===== config.mk =====
export PLATFORM = sky130hd
export DESIGN_NAME = ra_writer_flat
export DESIGN_NICKNAME = d
export VERILOG_FILES = /design/src/rtl/pvr_ra_pkg.sv /design/src/rtl/ra_writer_if.sv /design/src/rtl/ra_tile_walker.sv /design/src/rtl/ra_writer.sv /design/src/flat_wrapper.sv
export SDC_FILE = /design/constraint.sdc
export NUM_CORES = 1
export LEC_CHECK = 0
export CAP_MARGIN = 20
export CELL_PAD_IN_SITES_DETAIL_PLACEMENT = 1
export CELL_PAD_IN_SITES_GLOBAL_PLACEMENT = 1
export CORE_MARGIN = 3
export CORE_UTILIZATION = 37
export CTS_BUF_LIST = sky130_fd_sc_hd__clkbuf_16
export DETAILED_ROUTE_END_ITERATION = 7
export PLACE_DENSITY = 0.85
export SLEW_MARGIN = 20
export SYNTH_ARGS = -nofsm -noshare
export SYNTH_HDL_FRONTEND = slang
export SYNTH_HIERARCHICAL = 1
export SYNTH_SLANG_ARGS = --single-unit

===== constraint.sdc =====
create_clock -name clock -period 2.8 [get_ports clock]
set_input_delay 0.7 -clock clock [delete_from_list [all_inputs] [get_ports clock]]
set_output_delay 0.7 -clock clock [all_outputs]
set_load 0.02 [all_outputs]

===== src/rtl/pvr_ra_pkg.sv =====
`default_nettype none
// ============================================================================
// pvr_ra_pkg : Region Array definitions shared by the RA writer and RA parser.
// Rev 1.0
// ============================================================================
package pvr_ra_pkg;

    typedef enum logic [3:0] {
        RA_IDLE = 4'd0,
        RA_CTRL = 4'd1,
        RA_OPQ  = 4'd2,
        RA_OPQM = 4'd3,
        RA_TRN  = 4'd4,
        RA_TRNM = 4'd5,
        RA_PT   = 4'd6,
        RA_NEXT = 4'd7,
        RA_DONE = 4'd8
    } ra_state_t;

    localparam int c_ctrl_last   = 31;
    localparam int c_ctrl_zclear = 30;
    localparam int c_ctrl_flush  = 28;
    localparam int c_tiley_hi    = 13;
    localparam int c_tiley_lo    = 8;
    localparam int c_tilex_hi    = 7;
    localparam int c_tilex_lo    = 2;

    localparam logic [31:0] c_empty_ptr = 32'h8000_0000;

    localparam int c_words_v1 = 5;
    localparam int c_words_v2 = 6;

    function automatic logic [31:0] ra_ctrl_word(input logic       last,
                                                 input logic       zclear,
                                                 input logic       flush,
                                                 input logic [5:0] y,
                                                 input logic [5:0] x);
        logic [31:0] w;
        w                          = '0;
        w[c_ctrl_last]             = last;
        w[c_ctrl_zclear]           = zclear;
        w[c_ctrl_flush]            = flush;
        w[c_tiley_hi:c_tiley_lo]   = y;
        w[c_tilex_hi:c_tilex_lo]   = x;
        return w;
    endfunction

endpackage
`default_nettype wire


===== src/rtl/ra_writer_if.sv =====
`default_nettype none
// ============================================================================
// ra_writer_if : VRAM write-port bundle between the RA writer and the arbiter.
// Rev 1.0
// ============================================================================
interface ra_writer_if #(
    parameter int ADDR_W = 24
);
    logic              ra_vram_wr;
    logic [ADDR_W-1:0] ra_vram_addr;
    logic [31:0]       ra_vram_dout;
    logic              ra_vram_wait;

    modport master (
        output ra_vram_wr,
        output ra_vram_addr,
        output ra_vram_dout,
        input  ra_vram_wait
    );

    modport slave (
        input  ra_vram_wr,
        input  ra_vram_addr,
        input  ra_vram_dout,
        output ra_vram_wait
    );
endinterface
`default_nettype wire


===== src/rtl/ra_tile_walker.sv =====
`default_nettype none
// ============================================================================
// ra_tile_walker : row-major tile x/y counters with look-ahead of next position.
// Rev 1.0
// ============================================================================
module ra_tile_walker #(
    parameter int TILE_W = 6
) (
    input  wire logic              clk,
    input  wire logic              rst,
    input  wire logic              i_load,
    input  wire logic              i_advance,
    input  wire logic [TILE_W-1:0] i_x_max,
    input  wire logic [TILE_W-1:0] i_y_max,
    output logic [TILE_W-1:0]      o_next_x,
    output logic [TILE_W-1:0]      o_next_y,
    output logic                   o_last_tile,
    output logic                   o_next_last
);
    logic [TILE_W-1:0] r_x;
    logic [TILE_W-1:0] r_y;
    logic [TILE_W-1:0] r_x_max;
    logic [TILE_W-1:0] r_y_max;
    logic              w_x_wrap;

    assign w_x_wrap    = (r_x == r_x_max);
    assign o_next_x    = w_x_wrap ? '0 : r_x + TILE_W'(1);
    assign o_next_y    = w_x_wrap ? r_y + TILE_W'(1) : r_y;
    assign o_last_tile = w_x_wrap && (r_y == r_y_max);
    // Lets the owner pre-build the next control word while still on this tile.
    assign o_next_last = (o_next_x == r_x_max) && (o_next_y == r_y_max);

    always_ff @(posedge clk) begin
        if (rst) begin
            r_x     <= '0;
            r_y     <= '0;
            r_x_max <= '0;
            r_y_max <= '0;
        end else if (i_load) begin
            r_x     <= '0;
            r_y     <= '0;
            r_x_max <= i_x_max;
            r_y_max <= i_y_max;
        end else if (i_advance) begin
            r_x     <= o_next_x;
            r_y     <= o_next_y;
        end
    end
endmodule
`default_nettype wire


===== src/rtl/ra_writer.sv =====
`default_nettype none
// ============================================================================
// ra_writer : walks the tile grid and writes one Region Array entry per tile.
// Optional word counter enabled by macro RA_WRITER_STATS_EN.
// Rev 1.0
// ============================================================================
module ra_writer
    import pvr_ra_pkg::*;
#(
    parameter int          ADDR_W    = 24,
    parameter int          TILE_W    = 6,
    parameter logic [31:0] EMPTY_PTR = c_empty_ptr
) (
    input  wire logic              clock,
    input  wire logic              reset,
    input  wire logic              ra_start,
    input  wire logic              fmt_v2,
    input  wire logic [ADDR_W-1:0] region_base,
    input  wire logic [TILE_W-1:0] tiles_x_max,
    input  wire logic [TILE_W-1:0] tiles_y_max,
    input  wire logic              ra_zclear,
    input  wire logic              ra_flush,
    input  wire logic [4:0]        list_en,
    input  wire logic [4:0][31:0]  list_base,
    input  wire logic [31:0]       list_stride,
    ra_writer_if.master            vram,
    output logic                   ra_busy,
    output logic                   ra_done,
    output logic [15:0]            ra_words_written
);
    ra_state_t         r_state;
    logic              r_wr;
    logic              r_busy;
    logic              r_done;
    logic              r_fmt_v2;
    logic              r_zclear;
    logic              r_flush;
    logic [ADDR_W-1:0] r_addr;
    logic [31:0]       r_dout;
    logic [31:0]       r_stride;
    logic [4:0]        r_list_en;
    logic [4:0][31:0]  r_acc;
    logic [4:0][31:0]  w_ptr;
    logic              w_start;
    logic              w_xfer;
    logic              w_advance;
    logic              w_last_tile;
    logic              w_next_last;
    logic [TILE_W-1:0] w_next_x;
    logic [TILE_W-1:0] w_next_y;

    assign w_start   = (r_state == RA_IDLE) && ra_start;
    assign w_xfer    = r_wr && !vram.ra_vram_wait;
    assign w_advance = (r_state == RA_NEXT);

    always_comb begin
        w_ptr = '0;
        for (int i = 0; i < 5; i++) begin
            w_ptr[i] = r_list_en[i] ? r_acc[i] : EMPTY_PTR;
        end
    end

    ra_tile_walker #(.TILE_W(TILE_W)) u_walker (
        .clk         (clock),
        .rst         (reset),
        .i_load      (w_start),
        .i_advance   (w_advance),
        .i_x_max     (tiles_x_max),
        .i_y_max     (tiles_y_max),
        .o_next_x    (w_next_x),
        .o_next_y    (w_next_y),
        .o_last_tile (w_last_tile),
        .o_next_last (w_next_last)
    );

    // Each word is registered one state ahead so wr/addr/data leave straight from flops.
    always_ff @(posedge clock) begin
        if (reset) begin
            r_state   <= RA_IDLE;
            r_wr      <= 1'b0;
            r_busy    <= 1'b0;
            r_done    <= 1'b0;
            r_addr    <= '0;
            r_dout    <= '0;
            r_fmt_v2  <= 1'b0;
            r_zclear  <= 1'b0;
            r_flush   <= 1'b0;
            r_list_en <= '0;
            r_stride  <= '0;
            r_acc     <= '0;
        end else begin
            r_done <= 1'b0;
            case (r_state)
                RA_IDLE: begin
                    if (ra_start) begin
                        r_state   <= RA_CTRL;
                        r_busy    <= 1'b1;
                        r_wr      <= 1'b1;
                        r_addr    <= region_base;
                        r_dout    <= ra_ctrl_word((tiles_x_max == '0) && (tiles_y_max == '0),
                                                  ra_zclear, ra_flush, 6'd0, 6'd0);
                        r_fmt_v2  <= fmt_v2;
                        r_zclear  <= ra_zclear;
                        r_flush   <= ra_flush;
                        r_list_en <= list_en;
                        r_stride  <= list_stride;
                        r_acc     <= list_base;
                    end
                end
                RA_CTRL, RA_OPQ, RA_OPQM, RA_TRN, RA_TRNM, RA_PT: begin
                    if (w_xfer) begin
                        r_addr <= r_addr + ADDR_W'(4);
                        case (r_state)
                            RA_CTRL: begin r_state <= RA_OPQ;  r_dout <= w_ptr[0]; end
                            RA_OPQ:  begin r_state <= RA_OPQM; r_dout <= w_ptr[1]; end
                            RA_OPQM: begin r_state <= RA_TRN;  r_dout <= w_ptr[2]; end
                            RA_TRN:  begin r_state <= RA_TRNM; r_dout <= w_ptr[3]; end
                            RA_TRNM: begin
                                if (r_fmt_v2) begin
                                    r_state <= RA_PT;
                                    r_dout  <= w_ptr[4];
                                end else begin
                                    r_state <= RA_NEXT;
                                    r_wr    <= 1'b0;
                                end
                            end
                            default: begin r_state <= RA_NEXT; r_wr <= 1'b0; end
                        endcase
                    end
                end
                RA_NEXT: begin
                    for (int i = 0; i < 5; i++) begin
                        r_acc[i] <= r_acc[i] + r_stride;
                    end
                    if (w_last_tile) begin
                        r_state <= RA_DONE;
                        r_busy  <= 1'b0;
                        r_done  <= 1'b1;
                    end else begin
                        r_state <= RA_CTRL;
                        r_wr    <= 1'b1;
                        r_dout  <= ra_ctrl_word(w_next_last, r_zclear, r_flush,
                                                6'(w_next_y), 6'(w_next_x));
                    end
                end
                RA_DONE: r_state <= RA_IDLE;
                default: r_state <= RA_IDLE;
            endcase
        end
    end

    assign vram.ra_vram_wr   = r_wr;
    assign vram.ra_vram_addr = r_addr;
    assign vram.ra_vram_dout = r_dout;
    assign ra_busy           = r_busy;
    assign ra_done           = r_done;

`ifdef RA_WRITER_STATS_EN
    logic [15:0] r_words;

    always_ff @(posedge clock) begin
        if (reset) begin
            r_words <= '0;
        end else if (w_start) begin
            r_words <= '0;
        end else if (w_xfer) begin
            r_words <= r_words + 16'd1;
        end
    end

    assign ra_words_written = r_words;
`else
    assign ra_words_written = 16'd0;
`endif

endmodule
`default_nettype wire

===== src/flat_wrapper.sv =====
// flat-port wrapper written by rule: the top's interface ports become plain ports
module ra_writer_flat import pvr_ra_pkg::*;
#(
    parameter int          ADDR_W    = 24,
    parameter int          TILE_W    = 6,
    parameter logic [31:0] EMPTY_PTR = c_empty_ptr
)
  (clock, reset, ra_start, fmt_v2, region_base, tiles_x_max, tiles_y_max, ra_zclear, ra_flush, list_en, list_base, list_stride, ra_busy, ra_done, ra_words_written, vram_ra_vram_wr, vram_ra_vram_addr, vram_ra_vram_dout, vram_ra_vram_wait);
  ra_writer_if #(.ADDR_W(ADDR_W)) vram_i ();
  input  wire logic clock;
  input  wire logic reset;
  input  wire logic ra_start;
  input  wire logic fmt_v2;
  input  wire logic [ADDR_W-1:0] region_base;
  input  wire logic [TILE_W-1:0] tiles_x_max;
  input  wire logic [TILE_W-1:0] tiles_y_max;
  input  wire logic ra_zclear;
  input  wire logic ra_flush;
  input  wire logic [4:0] list_en;
  input  wire logic [4:0][31:0] list_base;
  input  wire logic [31:0] list_stride;
  output logic ra_busy;
  output logic ra_done;
  output logic [15:0] ra_words_written;
  output wire logic [$bits(vram_i.ra_vram_wr)-1:0] vram_ra_vram_wr;
  output wire logic [$bits(vram_i.ra_vram_addr)-1:0] vram_ra_vram_addr;
  output wire logic [$bits(vram_i.ra_vram_dout)-1:0] vram_ra_vram_dout;
  input wire logic [$bits(vram_i.ra_vram_wait)-1:0] vram_ra_vram_wait;
  assign vram_ra_vram_wr = vram_i.ra_vram_wr;
  assign vram_ra_vram_addr = vram_i.ra_vram_addr;
  assign vram_ra_vram_dout = vram_i.ra_vram_dout;
  assign vram_i.ra_vram_wait = vram_ra_vram_wait;
  ra_writer #(.ADDR_W(ADDR_W), .TILE_W(TILE_W), .EMPTY_PTR(EMPTY_PTR)) u_core (.clock(clock), .reset(reset), .ra_start(ra_start), .fmt_v2(fmt_v2), .region_base(region_base), .tiles_x_max(tiles_x_max), .tiles_y_max(tiles_y_max), .ra_zclear(ra_zclear), .ra_flush(ra_flush), .list_en(list_en), .list_base(list_base), .list_stride(list_stride), .vram(vram_i), .ra_busy(ra_busy), .ra_done(ra_done), .ra_words_written(ra_words_written));
endmodule

# --- After elaboration in Yosys (flattened, before gate mapping) ---
# Index checks and enable logic that the tools add are counted.
word_totals:
  out_inout_bits: 75
  register_bits: 287
op_classes:
  mux: 33
  eq_ne: 19
  n_addsub: 8
  bitwise: 1
  reduce_logical: 23
ops:
  columns: ["cell", "n"]
  rows:
  - ["160-bit one-hot mux with 2 select lines", 1]
  - ["32-bit two-way mux", 9]
  - ["32-bit adder", 5]
  - ["160-bit two-way mux", 1]
  - ["32-bit one-hot mux with 5 select lines", 1]
  - ["32-bit one-hot mux with 3 select lines", 1]
  - ["24-bit two-way mux", 2]
  - ["24-bit one-hot mux with 2 select lines", 1]
  - ["24-bit by 3-bit adder with 24-bit output (second input constant)", 1]
  - ["6-bit == test", 4]
  - ["4-bit one-hot mux with 5 select lines", 1]
  - ["4-bit by 3-bit == test with 1-bit output (second input constant)", 4]
  - ["6-bit by 1-bit adder with 6-bit output (second input constant)", 2]
  - ["6-bit logical NOT", 2]
  - ["4-bit two-way mux", 3]
  - ["6-bit two-way mux", 2]
  - ["4-bit one-hot mux with 3 select lines", 1]
  - ["6-bit AND reduction", 2]
  - ["4-bit by 2-bit == test with 1-bit output (second input constant)", 2]
  - ["1-bit two-way mux", 7]
  - ["2-bit inequality test (second input constant)", 3]
  - ["6-bit by 1-bit inequality test with 1-bit output (second input constant)", 1]
  - ["2-bit AND reduction", 3]
  - ["3-bit AND reduction", 2]
  - ["15 further kinds", 23]

# --- Logic depth before layout (Yosys ltp) ---
# Gate-level depths: netlist of the first run.
logic_depth:
  depth_word: 6
  ltp_mapped: 13
  mapped_depth_nobuf: 11

# --- Hierarchy ---
# Netlist of the first run, hierarchy kept.
by_module_without_submodules:
  columns: ["module", "cells_each", "instances", "seq_area_each_um2", "area_per_inst_um2"]
  rows:
  - ["ra_writer", 2659, 1, 5265.0, 19891.6]
  - ["ra_tile_walker", 160, 1, 480.5, 1402.6]

# --- Worst setup path before layout of the first run ---
# Ideal clock, no wire load.
synth_path:
  kind: "register to register"
  startpoint: "register u_core.r_stride[1]"
  endpoint: "register u_core/r_acc[31] in the netlist's numbering"
  path_buffers: 0
  stages_incl_launch_ff: 11
  setup_ns: 0.134
  setup_slack_ns: -0.072
  period_less_slack_ns: 2.872
  arrival_time_ns: 2.739
  required_time_ns: 2.666
  path_cell_list: "dfxtp_1 ha_1 a211oi_2 nor4_1 or4b_4 a2111oi_4 o211ai_2 o211ai_2 o311ai_2 xnor2_1 o22ai_1"
synth_between:
  elab_chain_len: 2
synth_lines:
  columns: ["element", "line_no", "source"]
  rows:
  - ["from (decl)", "ra_writer.sv:40", "logic [31:0] r_stride;"]
  - ["from (signal assigned)", "ra_writer.sv:106", "r_stride <= list_stride;"]
  - ["32-bit adder", "ra_writer.sv:133", "r_acc[i] <= r_acc[i] + r_stride;"]
  - ["160-bit one-hot mux with 2 select lines", "ra_writer.sv:93", "case (r_state)"]
  - ["to (signal assigned)", "ra_writer.sv:107", "r_acc <= list_base;"]
  - ["to (signal, indexed assignment)", "ra_writer.sv:133", null]
  - ["to (decl)", "ra_writer.sv:42", "logic [4:0][31:0] r_acc;"]
# Every way passes these cells.
# A chain may end at the register's enable or synchronous reset.

# --- Final worst setup path of the first run ---
layout_path:
  startpoint: "register u_core.r_stride[6]"
  endpoint: "register u_core/r_acc[91] in the netlist's numbering"
# Same word-level chain as after synthesis.

==> results.yml, run 1 <==
die:
  initial_core_util: 0.375
  die_width_um: 246
  die_h_um: 246
  rows: 87
  io_pins: 315
  core_um2: 56700
  dieArea_um2: 60500
critical_path:
  path_class: "flop to flop"
  setup.worst_path.start_class: "flop"
  path_max_fanout: 6
  required_ps: 3240
  crit_path_end_kind: "flop"
  crit_arrival_ps: 3710
min_path:
  min_path_type: "flop to flop"
timing:
  setup_viol: 74
  setup_ws_ps: -472
  clock.fmax_mhz: 306
  slew_viol_final: 0
  worstMarginPinSlew_ps: 1220
  post-route-period-util: 1.17
  finalHoldViolations: 0
  layout_min_cycle_time_ps: 3270
  slew_headroom: 0.184
  holdWs_ps: 470
  rsz0062_at_grt: "true"
  skew_ps: 25.9
global_route:
  track_usage: 0.340
  antenna_found_initial: 1
  grt_pass1_vias: 26900
  grt_pass1_wl_um: 162000
  grt_max_degree: 96
  overflow: 0
logic_synthesis:
  ys_seq_area_frac: 0.270
  synthArstFlopShare: 0
  yosysWarnings: 6
  ys.flop_type: "dfxtp_1"
  synth_edf_count: 0
  avgSynthCellArea_um2: 7.55
  syn_area_um2: 21300
  netlist_instances: 2819
  synth-seq-cells: 287
  synth.distinct_cells: 87
cts:
  htreeDepth: 2
  clkLatencyLatePin_ps: 580
  ctsLongestPathBuffers: 3
  clockRootBuffer: "clkbuf_16"
  cts_inserted_buffers: 37
  cts_sinks: 287
  cts_tree: "yes"
  clkTransAtPathRegs_ps: 70
layout:
  area_delta_synth_final_pct: 50.2
  fillers: 6635
  fin_nets: 3857
  diodes: 0
  drive_above_1_share: 0.242
placed_design:
  dp_hpwl_um: 77300
  dp_slack_ps: -615
  gp_congestion: 0.976
  placement.io_buffers: 298
pwr:
  irDropWorstVdd_uv: 416
  pwr-share-clk: 0.327
  p_int_mw: 10.5
  leakagePower_nw: 13.2
  p_sw_mw: 6.13
  seqPwrFrac: 0.300
  p_comb_frac: 0.374
  p_per_area_nw_per_um2: 519
  switching_share: 0.369
routing:
  dr.pass1.iters: 6
  drt_iter0_markers: 2591
  wl_per_cell_um: 27.8
  drc_errors: 0
  wirelength_um: 118000
  ant_nets: 0
  vias: 27000
  vias_per_cell: 6.37
status:
  status: "finished with violations"
  violations: "setup timing"
run:
  maxCapViolations: 0
## cell families (layout without fill, tap and decap cells)
group           count (synthesis)  in the layout  synth area share
xor+xnor                      159            159            0.0661
mux                            41             41            0.0193
other cells                     1             16          0.000176
simple gates                  955            955             0.198
flops                         287            287             0.270
fa+ha+maj                     163            163            0.0975
buf+inv                       250            898            0.0476
compound gates                963            963             0.301
## cells in the mapped netlist, types with 25 or more instances
| cell | instances | area, um^2 |
|---|---|---|
| nand2_1 | 428 | 1610 |
| a21oi_1 | 304 | 1520 |
| dfxtp_1 | 287 | 5750 |
| nor2_1 | 236 | 886 |
| clkbuf_1 | 159 | 597 |
| ha_1 | 158 | 1980 |
| a22oi_1 | 137 | 1030 |
| xnor2_1 | 106 | 928 |
| o21ai_0 | 87 | 435 |
| a21o_1 | 84 | 631 |
| nand3_1 | 77 | 385 |
| a311oi_1 | 57 | 499 |
| xor2_1 | 52 | 455 |
| a31oi_1 | 51 | 319 |
| nor3_1 | 45 | 225 |
| inv_1 | 42 | 158 |
| mux2i_1 | 41 | 410 |
| and3_1 | 38 | 238 |
| o22ai_1 | 36 | 225 |
| a211oi_1 | 33 | 248 |
| nand4_1 | 29 | 181 |
| o21bai_1 | 28 | 210 |
| buf_1 | 25 | 93.8 |
## final cells by class
cell class	count	area (um^2)	area share
Multi-Input combinational cell	2297	16600	0.518
Timing Repair Buffer	788	7190	0.225
Sequential cell	287	5800	0.181
Clock buffer	39	976	0.0305
Tap cell	756	946	0.0296
Clock inverter	28	357	0.0111
Inverter	43	168	0.00524
## path summary, 6_finish.rpt
check | from | endpoint | slack, ps | cells past startpoint
min | u_core/r_list_en[0]$_SDFFE_PP0P_ | u_core/r_list_en[0]$_SDFFE_PP0P_ | 470 | 2
min reg2reg | u_core/r_list_en[0]$_SDFFE_PP0P_ | u_core/r_list_en[0]$_SDFFE_PP0P_ | 470 | 2
max | u_core/r_stride[6]$_SDFFE_PP0P_ | u_core/r_acc[91]$_SDFFE_PP0P_ | -470 | 13
max reg2reg | u_core/r_stride[6]$_SDFFE_PP0P_ | u_core/r_acc[91]$_SDFFE_PP0P_ | -470 | 13
## per-stage QoR
stage / instance area (um^2) / util / instances / TNS (ps) / power [mW]
final: 32000 / 0.564 / 4238 / -10630 / 16.6
after global placement: 28000 / 0.493 / 4105 / -14140 / 10.1
after global routing: 32000 / 0.564 / 4238 / -14660 / 17.2
after floorplan: 21400 / - / 2834 / 0 / 7.67
after CTS: 30600 / 0.539 / 4203 / -2670 / 15.9
after detailed placement: 28000 / 0.493 / 4105 / -23900 / 10.3
## critical path, stage by stage (launching register included)
cell and delay [ps]:
dfxtp_4 340, buf_6 130, buf_4 140, ha_4 300
nand3_1 150, o211ai_1 400, or2_4 230, o21ai_4 70
o211ai_1 600, a311oi_2 250, buf_4 190, mux2i_1 110
a31oi_1 170, nor2_1 50
## power by group through the flow
| stage | registers [mW] | clock network [mW] | logic (mW) |
|---|---|---|---|
| 2_1_floorplan | 4.96 | 0 | 2.71 |
| 3_3_place_gp | 4.96 | 0 | 5.10 |
| 3_5_place_dp | 4.98 | 0 | 5.28 |
| 4_1_cts | 4.91 | 5.41 | 5.55 |
| 5_1_grt | 4.99 | 5.63 | 6.54 |
| 6_report | 4.97 | 5.42 | 6.20 |
## routing by layer
layer / vias to the layer above / track usage / share of wire
met4: 2 / 0.166 / 0.066
li1: 11600 / - / -
met5: - / 0 / 0.00011
met1: 13300 / 0.435 / 0.39
met3: 498 / 0.0506 / 0.084
met2: 1578 / 0.559 / 0.46
## registers in the layout (all words and copies together) (netlist names), 4 cells and up
name,count
u_core/u_walker/r_x,6
u_core/r_acc,160
u_core/r_list_en,5
u_core/r_state,4
u_core/u_walker/r_y_max,6
u_core/vram.ra_vram_addr,24
u_core/r_stride,32
u_core/u_walker/r_x_max,6
u_core/vram.ra_vram_dout,32
u_core/u_walker/r_y,6
## layout by cell type, fill, tap and decap left out, types with 40 or more instances in the layout
cell / netlist / final
nand2_1: 428 / 424
buf_4: 16 / 419
clkdlybuf4s50_1: 0 / 297
a21oi_1: 304 / 270
dfxtp_1: 287 / 266
nor2_1: 236 / 226
a22oi_1: 137 / 136
ha_1: 158 / 108
xnor2_1: 106 / 97
a21o_1: 84 / 83
nand3_1: 77 / 73
o21ai_0: 87 / 58
a311oi_1: 57 / 55
xor2_1: 52 / 48
ha_4: 0 / 47
inv_1: 42 / 42
buf_6: 1 / 42
mux2i_1: 41 / 41
clkbuf_16: 0 / 40
## repair_timing
action / CTS / global route
pin swaps: 111 / 130
gates resized for setup: 201 / 207
hold buffers: 0 / 0
setup endpoints to repair: 80 / 118
buffers inserted: 35 / 46
cloned: 0 / 1
No activity file was read; power rests on OpenSTA's default activity.
==> run 2: changes to the inputs <==
- CAP_MARGIN: 20 -> not set
==> results of run 2 <==
Same layout as run 1: the final DEF is identical, and so are final timing and power.
==> run 3: changes to the inputs <==
- CORE_MARGIN: 3 -> 2
- MAX_ROUTING_LAYER: not set -> met4
- SLEW_MARGIN: 20 -> not set
==> results.yml, run 3 (synthesized netlist as in run 1, its figures left out) <==
layout:
  layout_common_cells: "buf_4 (425), nand2_1 (423), clkdlybuf4s50_1 (297)"
  regArea_um2: 5810
  fillers: 6704
  area_delta_synth_final_pct: 48.4
  multiInputGateArea_um2: 16200
  fin_nets: 3858
  layout_commonest_cell: "buf_4"
  drive_above_1_share: 0.235
  largest_register_ffs: 160
  top_register: "u_core/r_acc"
  utilization: 0.558
global_route:
  grt_use_met1: 0.434
  grt_pass1_vias: 26600
  grt_busiest_layer: "met2"
  grt_pass1_wl_um: 158000
  antenna_found_initial: 2
  grtUsageMet2: 0.567
  grt_max_degree: 80
  use_met3: 0.0445
  overflow: 0
  track_usage: 0.349
critical_path:
  r2r_slack_ps: -320
  crit_path_end_kind: "flop"
  path_max_fanout: 4
  regToRegStartpoint: "u_core/r_stride[10]$_SDFFE_PP0P_"
  path_class: "flop to flop"
  setup.worst_path.start_class: "flop"
  crit_arrival_ps: 3570
  worstReg2RegEnd: "u_core/r_acc[94]$_SDFFE_PP0P_"
  required_ps: 3250
  rr_worst_depth: 12
timing:
  clock.fmax_mhz: 321
  layout_min_cycle_time_ps: 3120
  worstMarginPinSlew_ps: 681
  fin_setup_tns_ps: -7510
  rsz0062_at_grt: "true"
  skew_ps: 27.7
  post-route-period-util: 1.11
  slew_viol_final: 0
  slew_headroom: 0.543
  finalHoldViolations: 0
  setup_viol: 56
  setup_ws_ps: -316
routing:
  drt_iter0_markers: 2343
  drc_errors: 0
  ant_nets: 0
  dr.pass1.iters: 6
  wl_per_cell_um: 26.3
  wirelength_um: 112000
  vias_per_cell: 6.22
  vias: 26400
min_path:
  min_path_type: "flop to flop"
  whs_path_depth: 2
  min_from: "u_core/vram.ra_vram_addr[0]$_SDFFE_PP0P_"
  whs_endpoint: "u_core/vram.ra_vram_addr[0]$_SDFFE_PP0P_"
die:
  die_h_um: 244
  dieArea_um2: 59500
  die_width_um: 244
  core_um2: 56600
  rows: 87
  initial_core_util: 0.376
  io_pins: 315
cts:
  cts_tree: "yes"
  clkTransAtPathRegs_ps: 70
  ctsLongestPathBuffers: 3
  htreeDepth: 2
  clockRootBuffer: "clkbuf_16"
  cts_inserted_buffers: 38
  clkLatencyLatePin_ps: 590
  cts_sinks: 287
pwr:
  leakagePower_nw: 13.2
  total_power_mw: 16.3
  irDropWorstVdd_uv: 479
  p_per_area_nw_per_um2: 515
run:
  maxCapViolations: 0
placed_design:
  placement.io_buffers: 298
  dp_hpwl_um: 78300
  gp_congestion: 0.998
status:
  status: "finished with violations"
  violations: "setup timing"
run 3: cell types whose count changed in the layout (fill, tap and decap cells not counted), sizes merged:
| cell | before | now |
|---|---|---|
| bufinv | 8 | 6 |
| clkinv | 13 | 18 |
| inv | 44 | 48 |
| diode | 0 | 4 |
| clkbuf | 41 | 42 |
| buf | 489 | 490 |
| clkinvlp | 6 | 0 |
run 3: critical path, cell delays in order, from the launching register on:
cell     delay, ps
dfxtp_4        360
buf_4          150
ha_4           280
nand4_1        260
nor4_2         440
a31oi_2        220
a21oi_4        290
o31a_1         230
a41oi_2        180
buf_4          190
o21ai_2        130
xnor2_1        130
o22ai_1        100
run 3: worst max-delay path by stage:
stage,start,endpoint,slack [ps],cells after the start
after floorplan,u_core/r_stride[0]$_SDFFE_PP0P_,u_core/r_acc[158]$_SDFFE_PP0P_,20,11
after global placement,u_core/r_stride[0]$_SDFFE_PP0P_,u_core/r_acc[30]$_SDFFE_PP0P_,-480,12
after detailed placement,u_core/r_stride[0]$_SDFFE_PP0P_,u_core/r_acc[30]$_SDFFE_PP0P_,-510,12
after CTS,u_core/r_stride[0]$_SDFFE_PP0P_,u_core/r_acc[28]$_SDFFE_PP0P_,-270,13
after global routing,u_core/r_stride[0]$_SDFFE_PP0P_,u_core/r_acc[92]$_SDFFE_PP0P_,-380,12
final,u_core/r_stride[10]$_SDFFE_PP0P_,u_core/r_acc[94]$_SDFFE_PP0P_,-320,12
run 3: timing repair:
action	CTS	global route
hold buffers	0	0
gates resized for setup	176	195
endpoints found under the setup margin	91	115
pin swaps	92	146
setup buffers	28	48
cloned	0	0
run 3: cell type report:
type                       count  area share
antenna                        4    0.000317
timing repair buffer         788       0.226
inverter                      43     0.00530
clock inverter                29     0.00891
sequential                   287       0.184
multi-input combinational   2297       0.514
clock buffer                  41      0.0325
tap                          756      0.0299
run 3: where the power goes:
part	internal (mW)	switching [mW]	leakage [nW]	total, mW
sequential	4.48	0.478	2.37	4.96
combinational	2.68	3.35	10.1	6.03
clock	3.19	2.11	0.670	5.30
run 3: per-stage QoR:
| step | instances | cell area (um^2) | hold slack (ps) | setup slack, ps |
|---|---|---|---|---|
| 4_1_cts | 4210 | 30400 | 464 | -273 |
| 2_1_floorplan | 2834 | 21400 | 436 | 21.0 |
| 5_1_grt | 4243 | 31600 | 491 | -383 |
| 3_3_place_gp | 4114 | 28100 | 443 | -484 |
| 3_5_place_dp | 4114 | 28100 | 456 | -511 |
| 6_report | 4245 | 31600 | 470 | -316 |
run 3: per-layer routing:
layer | vias up | part of all wire
li1 | 11600 | -
met1 | 13100 | 0.40
met2 | 1376 | 0.47
met3 | 380 | 0.078
met4 | 0 | 0.057
met5 | - | 0
==> variant (flow settings as in run 1) <==
Re-encode `ra_state_t` (9 states) as Gray code, 4 bits wide.
--- a/src/rtl/pvr_ra_pkg.sv
+++ b/src/rtl/pvr_ra_pkg.sv
@@ -6,15 +6,15 @@
 package pvr_ra_pkg;
 
     typedef enum logic [3:0] {
-        RA_IDLE = 4'd0,
-        RA_CTRL = 4'd1,
-        RA_OPQ  = 4'd2,
-        RA_OPQM = 4'd3,
-        RA_TRN  = 4'd4,
-        RA_TRNM = 4'd5,
-        RA_PT   = 4'd6,
-        RA_NEXT = 4'd7,
-        RA_DONE = 4'd8
+        RA_IDLE = 4'b0000,
+        RA_CTRL = 4'b0001,
+        RA_OPQ  = 4'b0011,
+        RA_OPQM = 4'b0010,
+        RA_TRN  = 4'b0110,
+        RA_TRNM = 4'b0111,
+        RA_PT   = 4'b0101,
+        RA_NEXT = 4'b0100,
+        RA_DONE = 4'b1100
     } ra_state_t;
 
     localparam int c_ctrl_last   = 31;
Check against the original RTL: no difference found for any inputs over 4 cycles, from zero or initial values and one cycle with reset high; so few cycles prove little.
==> variant against run 1 <==
- the flow still finishes with violations (negative setup slack)
- wire length down 8.0%
- design area down 2.6%
- sequential share of layout area up 0.38 points
- power up 7.9%
- sequential cell count unchanged
- worst setup slack better by 0.11 ns
- synthesized area up 3.1%
- combinational power up 18%
- non-clock buffer count down 80
- largest power group unchanged
==> variant: results (changes against run 1) <==
met2_usage_pct: 51.4  # -4.5 points
finalSetupTns_ns: -10.91  # -0.278 ns
synthDistinctLibCells: 88  # +1.1%
grt_max_degree: 147  # +53%
hold_class: "in -> reg"
cp_slowest_cell: "a221o_1"
globalRouteMet1Util_pct: 39.9  # -3.5 points
cts_setup_buffers: 17  # -51%
wire_per_inst_microns: 25.4  # -8.6%
violations: "negative setup slack"
power.leakage_nw: 13.4  # +1.3%
min_from: "reset"
grt_first_pass_wirelength_microns: 155000  # -3.9%
reg2reg_depth: 12  # -1
status: "complete, but fails checks"
timing.hold.ws_ns: 0.451  # -0.0198 ns
vias: 26400  # -2.2%
synthTopCellsByCount: "498 x nand2_1, 296 x a21oi_1, 287 x dfxtp_1"
place_hpwl_microns: 77100  # -0.26%
vias_per_cell: 6.19  # -2.9%
fin_ws_ns: -0.367  # +0.105 ns
cts_made_buffers: 39  # +5.4%
arrival_ns: 3.62  # -0.09 ns
grt_pass1_vias: 26900  # -0.063%
min_to: "u_core/r_stride[28]$_SDFFE_PP0P_"
antenna_found_initial: 3  # +2
grt_use_met3_pct: 4.41  # -0.65 points
nNetsFinal: 3872  # +0.39%
setup_viol: 72  # -2.7%
syn_area_per_cell_sq_um: 7.53  # -0.33%
slowest_delay_ns: 0.39  # -0.21 ns
peakVddDrop_mv: 0.378  # -9.1%
reg2reg_from: "u_core/r_acc[0]$_SDFFE_PP0P_"
cp_max_fo: 2  # -4
synth_area_leaders: "dfxtp_1 26%, ha_1 9.0%, nand2_1 8.5%, a21oi_1 6.7%, nor2_1 4.3%"
synth-xor-area-share_pct: 6.25  # -0.36 points
## variant: layout make-up
class	count	area [sq um]
clock buffers	40	1000
diodes	3	7.51
inverters	35	139
multi-input cells	2398	16500
flip-flops and latches	287	5760
fillers	6862	27100
clock inverters	31	305
repair buffers	708	6480
well taps	765	957
## variant: how the worst max path moves through the flow
stage | to | start | slack (ns)
finish | u_core/r_acc[26]$_SDFFE_PP0P_ | u_core/r_acc[0]$_SDFFE_PP0P_ | -0.37
global route | u_core/r_acc[88]$_SDFFE_PP0P_ | u_core/r_stride[0]$_SDFFE_PP0P_ | -0.44
CTS | u_core/r_acc[30]$_SDFFE_PP0P_ | u_core/r_stride[0]$_SDFFE_PP0P_ | -0.30
detailed placement | u_core/r_acc[30]$_SDFFE_PP0P_ | u_core/r_stride[0]$_SDFFE_PP0P_ | -0.45
global placement | u_core/r_acc[30]$_SDFFE_PP0P_ | u_core/r_stride[0]$_SDFFE_PP0P_ | -0.34
floorplan | u_core/r_acc[30]$_SDFFE_PP0P_ | u_core/r_stride[0]$_SDFFE_PP0P_ | -0.06
## variant: power by group
part           internal, mW  switching [mW]
Sequential             4.65           0.679
Combinational          3.14            4.19
Clock                  3.14            2.12
## variant: metrics by stage
step | setup WS, ns | util, % | power (mW)
after CTS | -0.300 | 51.6 | 17.4
after floorplan | -0.0630 | - | 8.99
after global placement | -0.341 | 48.4 | 11.7
after global routing | -0.442 | 53.5 | 18.7
after detailed placement | -0.446 | 48.4 | 12.0
final | -0.367 | 53.5 | 17.9
## variant: metal layers
| metal | up-vias | share of wire [%] | wire length, microns |
|---|---|---|---|
| li1 | 11800 | - | - |
| met2 | 1175 | 46 | 50400 |
| met5 | - | 0 | 0 |
| met3 | 341 | 7.0 | 7620 |
| met1 | 13100 | 41 | 44000 |
| met4 | 0 | 6.0 | 6480 |
